[src/rtl/button_command_gen.sv]
// button_command_gen: two debounced auto-repeat buttons driving single-cycle inc/dec commands with an amount
// Ports: clk, reset (sync, active high); btn_inc, btn_dec, sw_amount[7:0] raw async inputs;
//        increment, decrement one-cycle commands; amount[7:0] valid whenever a command is high.
module button_command_gen #(
   parameter int DEBOUNCE_CYCLES = 1000000,
   parameter int REPEAT_DELAY    = 50000000,
   parameter int REPEAT_PERIOD   = 10000000
) (
   input  logic       clk,
   input  logic       reset,
   input  logic       btn_inc,
   input  logic       btn_dec,
   input  logic [7:0] sw_amount,
   output logic       increment,
   output logic       decrement,
   output logic [7:0] amount
);
   localparam int DW = DEBOUNCE_CYCLES > 1 ? $clog2(DEBOUNCE_CYCLES) : 1;
   localparam int RMAX = REPEAT_DELAY > REPEAT_PERIOD ? REPEAT_DELAY : REPEAT_PERIOD;
   localparam int TW = $clog2(RMAX);
   localparam logic [DW-1:0] DB_LAST = DW'(DEBOUNCE_CYCLES - 1);
   localparam logic [TW-1:0] RD_LAST = TW'(REPEAT_DELAY - 1);
   localparam logic [TW-1:0] RP_LAST = TW'(REPEAT_PERIOD - 1);
   typedef enum logic [1:0] {IDLE, DELAY, REPEAT} state_t;
   logic [1:0] btn_s1, btn_s2, db, req;
   logic [7:0] sw_s1, sw_s2;
   logic [DW-1:0] db_cnt [2];
   logic [TW-1:0] timer [2];
   state_t state [2];
   logic fire_inc, fire_dec;
   always_ff @(posedge clk) begin
      if (reset) begin
         btn_s1 <= '0;
         btn_s2 <= '0;
         sw_s1 <= '0;
         sw_s2 <= '0;
      end else begin
         btn_s1 <= {btn_dec, btn_inc};
         btn_s2 <= btn_s1;
         sw_s1 <= sw_amount;
         sw_s2 <= sw_s1;
      end
   end
   // index 0 is the increment button, index 1 the decrement button
   always_comb begin
      req = '0;
      for (int i = 0; i < 2; i++)
         req[i] = db[i] && (state[i] == IDLE || (state[i] == DELAY && timer[i] == RD_LAST) ||
                            (state[i] == REPEAT && timer[i] == RP_LAST));
   end
   // a request implies its own button is down, so checking the other button's state covers both conflict cases
   assign fire_inc = req[0] && !db[1];
   assign fire_dec = req[1] && !db[0];
   always_ff @(posedge clk) begin
      if (reset) begin
         db <= '0;
         for (int i = 0; i < 2; i++) begin
            db_cnt[i] <= '0;
            timer[i] <= '0;
            state[i] <= IDLE;
         end
      end else begin
         for (int i = 0; i < 2; i++) begin
            if (btn_s2[i] == db[i]) db_cnt[i] <= '0;
            else if (db_cnt[i] == DB_LAST) begin
               db[i] <= btn_s2[i];
               db_cnt[i] <= '0;
            end else db_cnt[i] <= db_cnt[i] + 1'b1;
            if (!db[i]) begin
               state[i] <= IDLE;
               timer[i] <= '0;
            end else if (req[i]) begin
               state[i] <= state[i] == IDLE ? DELAY : REPEAT;
               timer[i] <= '0;
            end else timer[i] <= timer[i] + 1'b1;
         end
      end
   end
   always_ff @(posedge clk) begin
      if (reset) begin
         increment <= 1'b0;
         decrement <= 1'b0;
         amount <= '0;
      end else begin
         increment <= fire_inc;
         decrement <= fire_dec;
         if (fire_inc || fire_dec) amount <= sw_s2;
      end
   end
endmodule

[config.mk]
export PLATFORM = sky130hd
export DESIGN_NAME = button_command_gen
export DESIGN_NICKNAME = d
export VERILOG_FILES = /design/src/rtl/button_command_gen.sv
export SDC_FILE = /design/constraint.sdc
export NUM_CORES = 1
export LEC_CHECK = 0
export BUFFER_PORTS_ARGS = -buffer_cell sky130_fd_sc_hd__buf_2
export CAP_MARGIN = 5
export CORE_ASPECT_RATIO = 0.8
export CORE_MARGIN = 10
export CORE_UTILIZATION = 55
export CTS_CLUSTER_SIZE = 20
export DETAILED_ROUTE_END_ITERATION = 8
export MAX_ROUTING_LAYER = met4
export PLACE_DENSITY = 0.72
export REMOVE_ABC_BUFFERS = 1
export SYNTH_ARGS = -nofsm -noshare
export SYNTH_HDL_FRONTEND = slang
export SYNTH_SLANG_ARGS = --single-unit
[constraint.sdc]
create_clock -name clk -period 3.8 [get_ports clk]
set_input_delay 0 -clock clk [delete_from_list [all_inputs] [get_ports clk]]
set_output_delay 0 -clock clk [all_outputs]
set_load 0.01 [all_outputs]
==> flow_summary.json <==
{
  "fp.dieW_um": 139.1,
  "area_growth_syn_to_layout_pct": 19.46,
  "nets": 718,
  "worst-setup-path-type": "flop to flop",
  "clk_pin_slew_ns": 0.06,
  "cp.arrival_ns": 2.66,
  "final_layout_size_suffix_gt1_share_pct": 7.972,
  "status": "completed",
  "cts_tree": "built",
  "cp-end-kind": "flop",
  "slowest_delay_ns": 0.77,
  "antenna_found_initial": 0,
  "die_h_um": 115.3,
  "io_pins": 22,
  "ant_nets": 0,
  "syn_avg_cell_area_um2": 10.76,
  "worstMarginPinSlew_ns": 1.076,
  "clock_latency_ns": 0.41,
  "grt_max_degree": 43,
  "rows": 34,
  "viasPerCell": 4.917,
  "skew_ns": 0.009917,
  "crit_path_cell_trace": "ha_1 > and3_1 > nand2_1 > a211o_1 > nand2b_1 > nor2_1",
  "min_path_type": "input pin to flop",
  "seq_area_frac_synth_pct": 56.43,
  "synth_area_leaders": "edfxtp_1 (46%), dfxtp_1 (10%), nor2_1 (6.9%)",
  "fin_crit_sh_pct": 67.13,
  "wl_mm": 10.62,
  "cts_root_buffer": "clkbuf_16",
  "slew_violations": 0,
  "ctsResizeCount": 0,
  "grt_pass1_wl_mm": 18.55,
  "synthesis.area_mm2": 0.006243,
  "yosysWarnings": 0,
  "ys_ff_latch": 128,
  "core_mm2": 0.01098,
  "power_leakage_nw": 2.751,
  "hpwl_mm": 7.307,
  "setup_violations": 0,
  "synth_area_leader_cell": "edfxtp_1",
  "portBuffers": 21,
  "fin_crit_ns": 2.551,
  "slew-limit-headroom_pct": 28.29,
  "vias": 4224,
  "avgRoutedWirePerCell_um": 12.36,
  "grt.overflow.total": 0,
  "grt_use_total_pct": 14.39,
  "synth_top_cell_area_share_pct": 46.17,
  "slowest_stage": "nand2b_1",
  "fin_util_pct": 67.95,
  "worstPathMaxFanout": 28,
  "antenna_cells": 0,
  "final_cells": 859,
  "cts_post_setup_buffers_inserted": 0,
  "netlist_instances": 580,
  "finalHoldViolations": 0,
  "start_util_pct": 56.89,
  "rsz0062_at_grt": "no",
  "drc": 0,
  "ys_types": 39,
  "p_per_area_mw_per_mm2": 436.2,
  "fmax_mhz": 392.0,
  "first_pass_iters": 4,
  "ir_drop_v": 0.0003617,
  "cts_buffers": 17,
  "grt_pass1_vias": 4062,
  "hold_buffers": 10,
  "cts_max_path_buffers": 2,
  "place_congestion": 0.8847,
  "worst_setup_path_start_kind": "flop",
  "dp_cells": 817,
  "setup_tns_ns": 0,
  "dieArea_mm2": 0.01604,
  "max_cap_viol_count": 0,
  "drtIter0Drc": 283,
  "cts_sinks": 128,
  "h-tree-depth": 4,
  "critPathRequiredTime_ns": 3.91
}
[stage by stage]
stage	area, um2	worst slack [ns]	hold WS, ns	power (mW)
global route	7458	1.042	0.1132	3.376
CTS	7458	1.241	0.06975	3.279
floorplan	6494	1.737	0.07161	1.681
finish	7458	1.249	0.07711	3.253
global placement	6787	1.404	0.2107	1.708
detailed placement	6787	1.246	0.2117	1.712
[layout by cell type, fill, tap and decap left out, drive strengths merged, types with 3 or more instances in the layout]
cell type / n
and2: 5
and3: 15
and4: 7
buf: 22
clkbuf: 19
clkinv: 5
clkinvlp: 4
conb: 92
dfxtp: 32
dlygate4sd3: 10
edfxtp: 96
ha: 4
inv: 13
mux2i: 10
nand2: 25
nand2b: 22
nand3: 35
nand4: 26
nor2: 115
nor2b: 21
nor3: 11
nor4: 15
nor4bb: 3
or3: 3
xnor2: 41
xor2: 45
[worst max-delay path, delay by kind of cell (launching register included)]
kind	cells	cell delay, ns
AND/OR/NAND/NOR	4	1.33
flip-flops	1	0.39
AO/OA/AOI/OAI	1	0.33
adder cells (fa/ha/maj)	1	0.20
[registers in the layout, indices dropped and copies added, names as in the netlist, 4 cells and up]
signal  flops
timer      52
db_cnt     40
amount      8
sw_s1       8
sw_s2       8
state       4
[synthesized netlist by cell type]
master / number
a211oi_1: 2
or2_2: 2
mux2i_1: 10
dfxtp_1: 32
nor4b_1: 1
and3_1: 15
edfxtp_1: 96
and2_1: 5
buf_2: 7
and4_1: 7
or4_4: 1
nor4_4: 1
o22a_1: 1
o211ai_2: 1
nand3_1: 35
xor2_1: 45
and3b_1: 1
clkbuf_1: 12
nand4_1: 26
conb_1: 1
buf_6: 1
ha_1: 4
or3b_1: 1
nor2b_1: 21
nor3_1: 11
nor3b_1: 2
xnor2_1: 41
nand4b_1: 1
nor2_1: 115
inv_1: 11
or4_1: 1
nor4bb_1: 3
nand3b_2: 1
o221a_1: 1
or3_1: 3
nand2_1: 25
a211o_1: 1
nor4_1: 14
nand2b_1: 22
[worst paths after layout]
| check | from | end | slack (ns) | cells past startpoint |
|---|---|---|---|---|
| setup / recovery | timer[0][0] | timer[0][9] | 1.25 | 6 |
| hold reg to reg | sw_s1[5] | sw_s2[5] | 0.44 | 1 |
| setup reg to reg | timer[0][0] | timer[0][9] | 1.25 | 6 |
| hold / removal | reset | db[0] | 0.08 | 2 |
[area by class of cell]
cell class              instances  area (um2)
repair buffers                 32       212.7
multi-input cells             512        2929
flip-flops and latches        128        3523
fillers                       832        3517
well taps                     144       180.2
clock buffers                  19       432.9
inverters                      11       41.29
clock inverters                13       138.9
[kinds of logic after synthesis]
| kind of cell | after synthesis | synth area share, % |
|---|---|---|
| AO/OA/AOI/OAI | 6 | 0.9017 |
| XOR/XNOR | 86 | 12.06 |
| adder cells (fa/ha/maj) | 4 | 0.8016 |
| buffers and inverters | 31 | 2.124 |
| flip-flops | 128 | 56.43 |
| multiplexers | 10 | 1.603 |
| other | 1 | 0.06006 |
| AND/OR/NAND/NOR | 314 | 26.01 |
[metal layers]
| metal | track usage (%) | wire length (um) |
|---|---|---|
| met1 | 17.96 | 5363 |
| met2 | 21.47 | 4844 |
| met3 | 4.491 | 329 |
| met4 | 5.690 | 81 |
| met5 | - | 0 |
[power breakdown]
group / switching [mW] / total (mW) / leakage, nW / internal (mW)
clock network: 0.594 / 1.56 / 0.267 / 0.965
registers: 0.0455 / 1.59 / 1.26 / 1.55
logic: 0.0519 / 0.101 / 1.22 / 0.0489
total: 0.691 / 3.25 / 2.75 / 2.56
(Power assumes the default switching activity.)
